$ cat config.mk
export PLATFORM = sky130hd
export DESIGN_NAME = square_drawer
export DESIGN_NICKNAME = d
export VERILOG_FILES = /design/src/rtl/square_pkg.sv /design/src/rtl/square_scan_counter.sv /design/src/rtl/square_drawer.sv
export SDC_FILE = /design/constraint.sdc
export NUM_CORES = 1
export LEC_CHECK = 0
export ABC_AREA = 1
export ABC_CLOCK_PERIOD_IN_PS = 6400
export CAP_MARGIN = 10
export CORE_MARGIN = 2
export CORE_UTILIZATION = 50
export CTS_CLUSTER_DIAMETER = 40
export DETAILED_ROUTE_END_ITERATION = 6
export PLACE_DENSITY = 0.75
export SETUP_SLACK_MARGIN = 0.3
export SLEW_MARGIN = 30
export SYNTH_ARGS = -nofsm -noshare
export SYNTH_HDL_FRONTEND = slang
export SYNTH_HIERARCHICAL = 1
export SYNTH_SLANG_ARGS = --single-unit
$ cat constraint.sdc
create_clock -name clk -period 6.4 [get_ports clk]
set_input_delay 1.28 -clock clk [delete_from_list [all_inputs] [get_ports clk]]
set_output_delay 1.28 -clock clk [all_outputs]
set_load 0.02 [all_outputs]
$ cat src/rtl/square_pkg.sv
// square_pkg: shared screen constants, coordinate type and drawer state encoding
package square_pkg;
  localparam int COORD_W  = 11;
  localparam int SCREEN_W = 640;
  localparam int SCREEN_H = 480;
  localparam int SQ_SIZE  = 20;
  typedef logic [COORD_W-1:0] coord_t;
  typedef enum logic [1:0] {IDLE, ERASE, DRAW, FINISHED} draw_state_t;
endpackage

$ cat src/rtl/square_scan_counter.sv
// square_scan_counter: row-major cx/cy scan over a SIZE x SIZE square (clk, reset, clear, en -> cx, cy, last)
module square_scan_counter #(
  parameter int SIZE = 20,
  localparam int W = (SIZE > 1) ? $clog2(SIZE) : 1
) (
  input  logic         clk,
  input  logic         reset,
  input  logic         clear,
  input  logic         en,
  output logic [W-1:0] cx,
  output logic [W-1:0] cy,
  output logic         last
);
  localparam logic [W-1:0] MAX = W'(SIZE - 1);
  logic [W-1:0] cx_q, cx_d, cy_q, cy_d;
  always_comb begin
    cx_d = clear ? '0 : !en ? cx_q : (cx_q == MAX) ? '0 : cx_q + 1'b1;
    cy_d = clear ? '0 : (en && cx_q == MAX) ? cy_q + 1'b1 : cy_q;
  end
  always_ff @(posedge clk) begin
    if (reset) begin
      cx_q <= '0;
      cy_q <= '0;
    end else begin
      cx_q <= cx_d;
      cy_q <= cy_d;
    end
  end
  assign cx   = cx_q;
  assign cy   = cy_q;
  assign last = (cx_q == MAX) && (cy_q == MAX);
endmodule

$ cat src/rtl/square_drawer.sv
// square_drawer: erases the previous square then draws a new SIZE x SIZE square, one clipped pixel per clock
module square_drawer
  import square_pkg::*;
#(
  parameter int SIZE = SQ_SIZE,
  parameter int SCR_W = SCREEN_W,
  parameter int SCR_H = SCREEN_H,
  localparam int W = (SIZE > 1) ? $clog2(SIZE) : 1
) (
  input  logic   clk,
  input  logic   reset,
  input  logic   start,
  input  coord_t x_loc,
  input  coord_t y_loc,
  output coord_t pixel_x,
  output coord_t pixel_y,
  output logic   pixel_color,
  output logic   pixel_we,
  output logic   busy,
  output logic   done
);
  draw_state_t state_q, state_d;
  logic have_prev_q;
  coord_t new_x_q, new_y_q, prev_x_q, prev_y_q;
  logic [W-1:0] cx, cy;
  logic last, accept;
  logic [COORD_W:0] sx, sy;
  coord_t bx, by;
  assign busy   = (state_q == ERASE) || (state_q == DRAW);
  assign accept = (state_q == IDLE) && start;
  square_scan_counter #(.SIZE(SIZE)) u_scan (
    .clk  (clk),
    .reset(reset),
    .clear(!busy || last),
    .en   (busy),
    .cx   (cx),
    .cy   (cy),
    .last (last)
  );
  always_comb begin
    state_d = state_q;
    case (state_q)
      IDLE:     state_d = start ? (have_prev_q ? ERASE : DRAW) : IDLE;
      ERASE:    state_d = last ? DRAW : ERASE;
      DRAW:     state_d = last ? FINISHED : DRAW;
      FINISHED: state_d = start ? FINISHED : IDLE;
      default:  state_d = IDLE;
    endcase
  end
  always_ff @(posedge clk) begin
    if (reset) begin
      state_q     <= IDLE;
      have_prev_q <= 1'b0;
      new_x_q     <= '0;
      new_y_q     <= '0;
      prev_x_q    <= '0;
      prev_y_q    <= '0;
    end else begin
      state_q <= state_d;
      if (accept) begin
        new_x_q <= x_loc;
        new_y_q <= y_loc;
      end
      if (state_q == DRAW && last) begin
        prev_x_q    <= new_x_q;
        prev_y_q    <= new_y_q;
        have_prev_q <= 1'b1;
      end
    end
  end
  // one extra adder bit catches coordinate wrap, which counts as off-screen
  always_comb begin
    bx = (state_q == ERASE) ? prev_x_q : new_x_q;
    by = (state_q == ERASE) ? prev_y_q : new_y_q;
    sx = {1'b0, bx} + {{(COORD_W + 1 - W){1'b0}}, cx};
    sy = {1'b0, by} + {{(COORD_W + 1 - W){1'b0}}, cy};
  end
  assign pixel_x     = busy ? sx[COORD_W-1:0] : '0;
  assign pixel_y     = busy ? sy[COORD_W-1:0] : '0;
  assign pixel_color = (state_q == DRAW);
  assign pixel_we    = busy && !sx[COORD_W] && !sy[COORD_W] &&
                       (sx[COORD_W-1:0] < coord_t'(SCR_W)) && (sy[COORD_W-1:0] < coord_t'(SCR_H));
  assign done        = (state_q == FINISHED);
endmodule

Word-level counts from Yosys, hierarchy flattened
Index checks and enable logic that the tools add are counted.

Add/subtract/negate cells: 4. Magnitude comparators: 2. Eq/ne operators: 5. Muxes and demuxes: 11. Reductions and logical operators: 15.

Operators with widths (number): 11-bit 2-to-1 mux (4); 11-bit by 5-bit adder with 12-bit output (2); 11-bit by 10-bit < comparator with 1-bit output, second input constant (1); 11-bit by 9-bit < comparator with 1-bit output, second input constant (1); 5-bit by 1-bit adder with 5-bit output, second input constant (2); 5-bit == test, second input constant (2); 1-bit logical AND (8); 2-bit 2-to-1 mux (4); 2-bit one-hot mux with 4 select lines (1); 5-bit 2-to-1 mux (1); 2-bit == test, second input constant (2); 1-bit zero test (3); 2-bit by 1-bit == test with 1-bit output, second input constant (1); 2-bit zero test (1); 1-bit logical OR (2); 2-bit OR reduction (1); 1-bit 2-to-1 mux (1).

Bits in registers: 57. Input port bits: 25. Output and inout bits: 26. Logic and storage cells: 45.

Longest topological paths before layout
Gate-level depths: netlist of run 1.

Depth after elaboration: 8. Depth in mapped cells: 21. Depth with buffers taken out: 19.

Hierarchy
Netlist of run 1, hierarchy kept.

By module, submodules not included: square_drawer (instances 1, cells each 467, area each 3055.4 um^2, sequential area each 940.9 um^2); square_scan_counter (instances 1, cells each 70, area each 509.2 um^2, sequential area each 200.2 um^2).

Worst setup path before layout of run 1
OpenSTA, ideal clock, no wires.

Path type: register to output. Start point: reg state_q[1]. End point: out pixel_we. Arrival time: 2720 ps. Required time: 5120 ps. Path slack: 2400 ps. Stages on the path, launching flop included: 19. Cells stage by stage: dfxtp_1 inv_1 ha_1 buf_4 clkbuf_1 nand2_1 nand2_1 ha_1 inv_1 fa_1 inv_1 nand3_1 nand2_1 nand2_1 a21oi_2 nand2_1 nand2_1 nand3_1 nor2_1.

Cells in the longest elaborated chain, start to end: 8. Elaborated cells between the ends (all ways): 15. Classes of those cells: add/sub: 2; order compare: 2; eq/ne: 2; mux: 2; reduce/logical: 7.

Ends and longest elaborated chain: from (decl) (line square_drawer.sv:22) `draw_state_t state_q, state_d;`; from (signal assigned) (line square_drawer.sv:59) `state_q <= state_d;`; parallel branches: the longest is 7 deep, another holds 11-bit by 5-bit adder with 12-bit output; 1-bit logical AND * (line square_drawer.sv:82) `(sx[COORD_W-1:0] < coord_t'(SCR_W)) && (sy[COORD_W-1:0] < coord_t'(SCR_H));`; to (decl) (line square_drawer.sv:18) `output logic pixel_we,`.

Every way passes the cells marked *.

Worst setup path in the final report of run 1
Ends and elaborated chain as after synthesis.

==> key figures, run 1 <==
Flow run
  • Max Cap Violations: 0

Timing
  • Final TNS setup: 0 ps
  • Slew margin rel.: 41.3%
  • Min setup slack post-route: 1540 ps
  • Fin. Hold Viols: 0
  • Fin crit period: 4860 ps
  • Final setup viols: 0
  • Final period util: 75.9%
  • Max Freq: 206 MHz
  • Final Max Slew Viols: 0
  • RSZ-0062 raised after global routing: no
  • Clk_skew: 7.32 ps
  • Worst-Margin Slew: 878 ps

Synth
  • Cell Area, Synth: 3560 sq um
  • Most area-consuming cells after synthesis: dfxtp_1 32%, nand2_1 19%, a21oi_1 7.3%
  • Share of the yosys chip area belonging to registers: 32.0%
  • Syn nets: 584
  • Syn Area/Cell: 6.64 sq um
  • Post-synth top area share: 32.0%
  • Yosys top cell by area: dfxtp_1
  • Synthesized flop and latch total: 57
  • Mapped Cells: 537
  • Synth warn: 6
  • Synth unique cells: 32

Finish
  • Nets: 626
  • Synth-to-layout area growth: 20.4%
  • Fillers: 656
  • Most frequent cells in the layout: 182 x nand2_1, 57 x dfxtp_1, 53 x inv_1
  • Commonest non-fill, non-tap cell in the layout: nand2_1
  • Share of cells above drive strength 1: 9.43%
  • Layout Utilization: 62.8%
  • Layout Cells excl Fill: 679
  • Antenna diode count: 0

Routing
  • Initial DRC Count: 224
  • DRC: 0
  • Wire per inst: 12.2 microns
  • DR vias: 3430
  • Post-Route WL: 8310 microns
  • Drt first pass iters: 6
  • Routed Antenna Nets: 0
  • Vias per cell: 5.05

Global routing
  • Largest net degree at the start of global routing: 49
  • Initial antenna violation count: 0
  • Vias in the first global route: 3149
  • Remaining Overflow, GRT: 0
  • Total Routing Usage GR: 23.1%
  • Global-route wire length before repair: 14200 microns

Power and ir drop
  • Comb pwr share: 13.4%
  • VDD IR-drop max: 141 uV
  • Leakage: 1.82 nW
  • Total power: 822 uW
  • Sequential Power Share: 45.3%
  • Clock power frac: 41.2%
  • PD cells: 191 nW/um^2
  • Sw Pwr: 214 uW
  • Internal power: 608 uW
  • Switch share: 26.1%

Placement
  • Placed Instances: 664
  • Global placement routability congestion: 0.887
  • Hpwl dp: 6030 microns
  • Setup WS pre-CTS: 1910 ps
  • Port bufs: 50

Worst setup path
  • Crit path required time: 5120 ps
  • CP max FO: 20
  • Setup crit end kind: output port
  • Kind of start point of the critical path: register
  • CP Data Arrival Time: 3580 ps
  • WS Path Type: reg -> out

Clock tree
  • Num CTS Buffers: 9
  • Postcts setup bufs: 0
  • Clk Latency, worst-skew pair: 340 ps
  • # hold bufs at CTS: 0
  • CTS H-Tree Depth: 3
  • Clock transition at path regs: 60 ps
  • CTS Root Cell: clkbuf_8
  • Clock Tree Buf Depth: 2
  • CTS tree: yes
  • Resize count post-CTS: 0
  • Clock tree sinks: 57

Outcome
  • Status: finished clean

Floorplan
  • Core area: 6830 sq um
  • Die Wd: 88.4 microns
  • Die ar.: 7820 sq um
  • Die H: 88.4 microns
  • Row cnt: 30
  • Ports: 51
  • Starting density of the core: 52.2%

Min path
  • Hold Path Class: reg -> reg
==> synthesized netlist by cell type <==
library cell	n
a211oi_1	16
a21oi_1	52
a21oi_2	1
buf_2	2
buf_4	1
buf_6	3
clkbuf_1	16
dfxtp_1	57
fa_1	2
ha_1	20
inv_1	53
inv_2	4
inv_4	1
nand2_1	182
nand2_2	11
nand2_4	8
nand3_1	22
nand3_2	2
nand3b_1	2
nand4_1	6
nor2_1	42
nor2_2	4
nor2_4	3
nor3_1	2
nor3b_1	1
nor4_1	1
o21ai_0	13
o21ai_2	3
o21bai_1	2
or2_2	1
xnor2_1	1
xor2_1	3
==> cell type report <==
cell class              count  area [sq um]  share of cell area [%]
multi-input cells         400          2090                    48.7
flip-flops and latches     57          1140                    26.6
repair buffers             53           523                    12.2
inverters                  58           220                    5.13
clock buffers              12           155                    3.62
well taps                  96           120                    2.80
clock inverters             3          40.0                   0.933
==> registers in the layout, summed over array words and instances (netlist names) <==
name / count
new_y_q: 11
u_scan/cy: 5
prev_y_q: 11
prev_x_q: 11
u_scan/cx: 5
state_q: 2
new_x_q: 11
have_prev_q: 1
==> metal layers <==
| metal | part of all wire (%) | vias to the layer above | track usage, % |
|---|---|---|---|
| met2 | 44 | 94 | 36.4 |
| met1 | 49 | 1526 | 31.9 |
| met4 | 1.9 | 0 | 9.23 |
| met3 | 4.3 | 14 | 3.54 |
| li1 | - | 1796 | - |
| met5 | 0 | - | 0 |
==> power groups by stage <==
stage / Clock [mW] / Combinational [mW] / Sequential, mW
after global placement: 0 / 0.108 / 0.380
after CTS: 0.345 / 0.111 / 0.372
after detailed placement: 0 / 0.110 / 0.380
after floorplan: 0 / 0.0701 / 0.378
final: 0.339 / 0.111 / 0.372
after global routing: 0.359 / 0.123 / 0.373
==> critical path, stage by stage (launching register included) <==
cell and delay (ps):
dfxtp_1 350, inv_1 80, ha_1 210, inv_2 320, nand2_1 100, nand2_1 80
ha_1 160, inv_1 80, fa_1 370, inv_1 90, nand3_1 80, nand2_1 140
nand2_1 110, nand2_4 90, nand3_2 60, nand2_1 90, nand2_1 50, nand2_1 50
nand2_1 50, nor2_1 90, clkdlybuf4s50_1 600
==> per-stage QoR <==
stage          area (sq um)  hold slack [ps]
2_1_floorplan          3560              439
3_3_place_gp           4100              452
3_5_place_dp           4100              456
4_1_cts                4290              466
5_1_grt                4290              483
6_report               4290              467
==> final timing paths <==
check                                   from           to  slack, ps  cells past startpoint
worst min register to register   prev_x_q[3]  prev_x_q[3]        470                      2
worst max register to register  u_scan/cx[0]  prev_x_q[1]       3050                      9
worst max-delay path              state_q[1]     pixel_we       1540                     20
worst min-delay path             prev_x_q[3]  prev_x_q[3]        470                      2
==> cell families after synthesis <==
logic type | synth area share (%)
buffers and inverters | 9.30
flip-flops | 32.0
adder cells (fa/ha/maj) | 8.14
AO/OA/AOI/OAI | 13.9
AND/OR/NAND/NOR | 35.7
XOR/XNOR | 0.983
Note: power is estimated with default switching activity, not from simulation.
==> run 2, diff against run 1 <==
Settings changed: ABC_CLOCK_PERIOD_IN_PS 6400 to 5000.
Clock period 6.4 ns to 5 ns, I/O delays scaled along.
==> run 2 against run 1 <==
Net effect: power increased by 30%; clock skew increased by 4.5 ps; register-to-register slack got worse by 420 ps; critical path type unchanged; highest routed layer unchanged.
==> key figures, run 2 (same netlist as run 1, synthesis figures left out) <==
Worst setup path
  • Worst path cell trace: inv_1 > ha_2 > inv_6 > nand2_1 > nand2_1 > ha_1 > inv_1 > fa_1 > inv_1 > nand3_1 > nand2_1 > nand2_1 > a21oi_2 > o21ai_0 > a21oi_1 > clkdlybuf4s50_1
  • CP Data Arrival Time: 3380 ps (-200 ps)
  • WS Path Type: reg -> out
  • Worst reg2reg startpoint: state_q[0]
  • CP max FO: 20 (unchanged)
  • Slowest cell on crit path: clkdlybuf4s50_1
  • R2R Setup Slk: 2630 ps (-420 ps)
  • Crit-path max cell delay: 610 ps (about the same)
  • R2R cell count: 8 (-1)
  • Setup crit end kind: output port
  • RR Endpoint: u_scan/cx[2]
  • Kind of start point of the critical path: register
  • Most used cell, CP: nand2_1
  • Crit path required time: 4000 ps (-1120 ps)

Timing
  • Fin. Hold Viols: 0 (unchanged)
  • RSZ-0062 raised after global routing: no
  • Worst-Margin Slew: 647 ps (-232 ps)
  • Fin crit period: 4380 ps
  • Slew margin rel.: 56.8% (+16 points)
  • Min setup slack post-route: 624 ps (-918 ps)
  • Max Freq: 229 MHz
  • Final period util: 87.5%
  • Final Max Slew Viols: 0 (unchanged)
  • Clk_skew: 11.8 ps (+4.45 ps)
  • Hold WS: 465 ps (-1.88 ps)
  • Final TNS setup: 0 ps (unchanged)
  • Final setup viols: 0 (unchanged)

Global routing
  • Initial antenna violation count: 0 (unchanged)
  • Largest net degree at the start of global routing: 49 (unchanged)
  • Remaining Overflow, GRT: 0 (unchanged)
  • Global-route wire length before repair: 14000 microns (-1.6%)
  • Vias in the first global route: 3064 (-2.7%)
  • Total Routing Usage GR: 22.9% (-0.29 points)

Finish
  • Synth-to-layout area growth: 21.8%
  • Post-route cell area: 4340 sq um (+1.1%)
  • Nets: 629 (+0.48%)
  • Commonest non-fill, non-tap cell in the layout: nand2_1
  • Most frequent cells in the layout: 182 x nand2_1, 57 x dfxtp_1, 53 x inv_1
  • Antenna diode count: 0 (unchanged)
  • Share of cells above drive strength 1: 10.1% (+0.62 points)

Routing
  • Drt first pass iters: 4 (-2)
  • Vias per cell: 5.06 (+0.11%)
  • DRC: 0 (unchanged)
  • Wire per inst: 12.3 microns (+0.86%)
  • Post-Route WL: 8430 microns (+1.5%)
  • Initial DRC Count: 211 (-5.8%)
  • DR vias: 3454 (+0.70%)
  • Routed Antenna Nets: 0 (unchanged)

Floorplan
  • Die H: 88.4 microns (unchanged)
  • Die ar.: 7820 sq um (unchanged)
  • Starting density of the core: 52.2% (unchanged)
  • Row cnt: 30 (unchanged)
  • Ports: 51 (unchanged)
  • Die Wd: 88.4 microns (unchanged)
  • Core area: 6830 sq um (unchanged)

Placement
  • Global placement routability congestion: 0.917 (+3.4%)
  • Port bufs: 50 (unchanged)
  • Setup WS pre-CTS: 632 ps (-1280 ps)
  • Hpwl dp: 6230 microns (+3.3%)
  • DP Area: 4120 sq um (+0.55%)

Power and ir drop
  • Leakage: 1.85 nW (+2.0%)
  • PD cells: 245 nW/um^2 (+28%)
  • VDD IR-drop max: 233 uV (+65%)

Clock tree
  • Clock Tree Buf Depth: 2 (unchanged)
  • CTS Root Cell: clkbuf_8
  • Clock transition at path regs: 60 ps (about the same)
  • Clock tree sinks: 57 (unchanged)
  • # hold bufs at CTS: 0 (unchanged)
  • Postcts setup bufs: 0 (unchanged)
  • Num CTS Buffers: 9 (unchanged)
  • Clk Latency, worst-skew pair: 330 ps (about the same)
  • CTS tree: yes
  • CTS H-Tree Depth: 3 (unchanged)

Flow run
  • Max Cap Violations: 0 (unchanged)

Min path
  • Hold EP: prev_y_q[0]
  • Hold Path Stages: 2 (unchanged)
  • Hold Path Class: reg -> reg
  • Hold Startpoint: prev_y_q[0]

Outcome
  • Status: finished clean
[run 2: cell type report]
class	count	area, sq um
sequential	57	1140
fill	632	2490
multi-input combinational	400	2090
clock inverter	2	35.0
clock buffer	14	173
timing repair buffer	56	552
inverter	58	225
tap	96	120
[run 2: how the worst max path moves through the flow]
stage,slack [ps],from,endpoint,depth (start not counted)
after detailed placement,630,state_q[1],pixel_we,18
after floorplan,1280,state_q[1],pixel_we,18
after CTS,370,state_q[1],pixel_we,18
final,620,state_q[1],pixel_y[8],16
after global placement,760,state_q[1],pixel_we,18
after global routing,370,state_q[1],pixel_y[8],16
[run 2: where the power goes]
group | total [mW] | leakage, nW | switching, mW | internal (mW)
clock network | 0.447 | 0.107 | 0.176 | 0.271
logic | 0.142 | 1.28 | 0.0843 | 0.0580
registers | 0.477 | 0.464 | 0.00899 | 0.468
[run 2: what timing repair did]
item	in CTS	in global routing
endpoints found under the hold margin	0	0
setup endpoints to repair	1	7
gates resized for setup	1	4
[run 2: per-stage QoR]
step	util [%]	total power, mW	cells
floorplan	-	0.573	537
global placement	60.3	0.625	667
detailed placement	60.3	0.628	667
CTS	63.4	1.07	683
global route	63.5	1.11	683
finish	63.5	1.07	683
[run 2: metal layers]
metal  GRT usage [%]  routed length [microns]  vias to the layer above
li1                -                        -                     1802
met1            31.4                     3980                     1523
met2            35.5                     3830                      112
met3            3.54                      461                       17
met4            10.2                      153                        0
met5               0                        0                        -
[run 2: critical path, delay by kind of cell, from the launching register on]
family                   cells  cell delay, ps
flip-flops                   1             350
AO/OA/AOI/OAI                3             410
AND/OR/NAND/NOR              5             440
buffers and inverters        5            1060
adder cells (fa/ha/maj)      3             790
==> run 3, diff against run 2 <==
Settings changed: SETUP_SLACK_MARGIN 0.3 to 0.1.
==> run 3 against run 2 <==
Net effect: clock skew shrank 1.2 ps; core utilization shrank 0.092 points; largest power group unchanged; register-to-register slack is essentially flat; power is essentially flat; largest cell class unchanged.
==> key figures, run 3 (same netlist as run 1, synthesis figures left out) <==
Outcome
  • Status: finished clean

Power and ir drop
  • PD cells: 246 nW/um^2 (+0.23%)
  • Leakage: 1.84 nW (-0.92%)
  • VDD IR-drop max: 233 uV (+0.16%)

Timing
  • Max Freq: 224 MHz (-2.1%)
  • Clk_skew: 10.6 ps (-1.20 ps)
  • RSZ-0062 raised after global routing: no
  • Min setup slack post-route: 532 ps (-91.8 ps)
  • Final period util: 89.4% (+1.8 points)
  • Slew margin rel.: 57.0% (+0.21 points)
  • Final setup viols: 0 (unchanged)
  • Fin. Hold Viols: 0 (unchanged)
  • Final TNS setup: 0 ps (unchanged)
  • Final Max Slew Viols: 0 (unchanged)
  • Fin crit period: 4470 ps (+91.8 ps)
  • Hold WS: 465 ps (+0.461 ps)
  • Worst-Margin Slew: 644 ps (-3.07 ps)

Worst setup path
  • R2R cell count: 8 (unchanged)
  • WS Path Type: reg -> out
  • Worst path cell trace: inv_1 > ha_2 > inv_6 > nand2_1 > nand2_1 > ha_1 > inv_1 > fa_1 > inv_1 > nand3_1 > nand2_1 > nand2_1 > a21oi_2 > nand2_1 > nand2_1 > nand3_1 > nor2_1 > clkdlybuf4s50_1
  • CP Data Arrival Time: 3470 ps (+90 ps)
  • Kind of start point of the critical path: register
  • Levels on crit path: 18 (+2)
  • Slowest cell on crit path: clkdlybuf4s50_1
  • Most used cell, CP: nand2_1
  • CP max FO: 20 (unchanged)
  • Setup crit end kind: output port
  • Crit-path max cell delay: 600 ps (about the same)
  • Crit path required time: 4000 ps (about the same)
  • Worst Path Buf+Inv: 5 (unchanged)
  • CP top delay family: buffers and inverters

Routing
  • Drt first pass iters: 5 (+1)
  • DR vias: 3462 (+0.23%)
  • Wire per inst: 12.4 microns (+0.25%)
  • Initial DRC Count: 210 (-0.47%)
  • Post-Route WL: 8450 microns (+0.25%)
  • Routed met2 length: 3860 microns (+0.76%)
  • Vias per cell: 5.07 (+0.23%)
  • DRC: 0 (unchanged)
  • Highest routed layer: met4
  • Met3 wire len: 363 microns (-21%)
  • Met1 WL: 4070 microns (+2.2%)
  • Routed Antenna Nets: 0 (unchanged)

Floorplan
  • Row cnt: 30 (unchanged)
  • Core area: 6830 sq um (unchanged)
  • Die ar.: 7820 sq um (unchanged)
  • Die Wd: 88.4 microns (unchanged)
  • Ports: 51 (unchanged)
  • Starting density of the core: 52.2% (unchanged)
  • Die H: 88.4 microns (unchanged)

Clock tree
  • Num CTS Buffers: 9 (unchanged)
  • Clock transition at path regs: 60 ps (about the same)
  • Clock tree sinks: 57 (unchanged)
  • CTS Root Cell: clkbuf_8
  • Clk Latency, worst-skew pair: 330 ps (about the same)
  • CTS tree: yes
  • Clock Tree Buf Depth: 2 (unchanged)
  • CTS H-Tree Depth: 3 (unchanged)
  • # hold bufs at CTS: 0 (unchanged)

Min path
  • Hold Path Class: reg -> reg
  • Hold Path Stages: 2 (unchanged)

Placement
  • Hpwl dp: 6230 microns (unchanged)
  • Port bufs: 50 (unchanged)
  • Setup WS pre-CTS: 632 ps (unchanged)
  • Global placement routability congestion: 0.917 (unchanged)
  • DP Area: 4120 sq um (unchanged)

Global routing
  • Global-route wire length before repair: 14000 microns (unchanged)
  • Vias in the first global route: 3064 (unchanged)
  • Total Routing Usage GR: 22.9% (unchanged)
  • Initial antenna violation count: 0 (unchanged)
  • Remaining Overflow, GRT: 0 (unchanged)
  • Largest net degree at the start of global routing: 49 (unchanged)

Finish
  • Synth-to-layout area growth: 21.6%
  • Commonest non-fill, non-tap cell in the layout: nand2_1
  • Post-route cell area: 4330 sq um (-0.14%)
  • Share of cells above drive strength 1: 10.1% (unchanged)
  • Antenna diode count: 0 (unchanged)
  • Nets: 629 (unchanged)
  • Most frequent cells in the layout: 182 x nand2_1, 57 x dfxtp_1, 53 x inv_1

Flow run
  • Max Cap Violations: 0 (unchanged)
==> run 3: cell types whose count changed in the layout (fill, tap and decap cells not counted) <==
cell | before | now
buf_4 | 5 | 6
buf_6 | 1 | 0
clkdlybuf4s50_1 | 49 | 50
dlymetal6s2s_1 | 1 | 0
==> run 3: worst register-to-register path, stage by stage (launching register included) <==
cell and delay, ps:
dfxtp_1 370, inv_1 100, ha_1 610, buf_4 260, inv_1 180, or2_2 320, nor2_1 130, nand2_1 120
nor3b_1 210
==> run 3: final cells by class <==
cell class              count  area [sq um]
fillers                   634          2500
clock buffers              14           173
inverters                  58           225
clock inverters             2          35.0
repair buffers             56           546
flip-flops and latches     57          1140
multi-input cells         400          2090
well taps                  96           120
==> run 3: report_power, final <==
part | total [mW] | internal, mW | leakage, nW | switching, mW
sequential | 0.477 | 0.468 | 0.464 | 0.00904
combinational | 0.142 | 0.0581 | 1.27 | 0.0844
clock | 0.447 | 0.271 | 0.107 | 0.177
total | 1.07 | 0.796 | 1.84 | 0.270
==> run 3: timing repair <==
item                                    4_1_cts  5_1_grt
endpoints found under the setup margin        0        4
buffers inserted                              0        0
resized for setup                             0        4
==> run 3: final timing paths <==
| kind | slack [ps] | from | endpoint |
|---|---|---|---|
| max | 530 | state_q[1] | pixel_we |
| min | 470 | prev_y_q[0] | prev_y_q[0] |
| max reg2reg | 2620 | state_q[0] | u_scan/cx[2] |
| min reg2reg | 470 | prev_y_q[0] | prev_y_q[0] |
==> run 3: metrics by stage <==
step / std cells / util (%) / power (mW)
2_1_floorplan: 537 / - / 0.573
3_3_place_gp: 667 / 60.3 / 0.625
3_5_place_dp: 667 / 60.3 / 0.628
4_1_cts: 683 / 63.3 / 1.07
5_1_grt: 683 / 63.4 / 1.11
6_report: 683 / 63.4 / 1.07
==> run 3: routing by layer <==
layer / vias up / GRT usage, %
met4: 0 / 10.2
met3: 19 / 3.54
met1: 1536 / 31.4
met2: 107 / 35.5
met5: - / 0
li1: 1800 / -
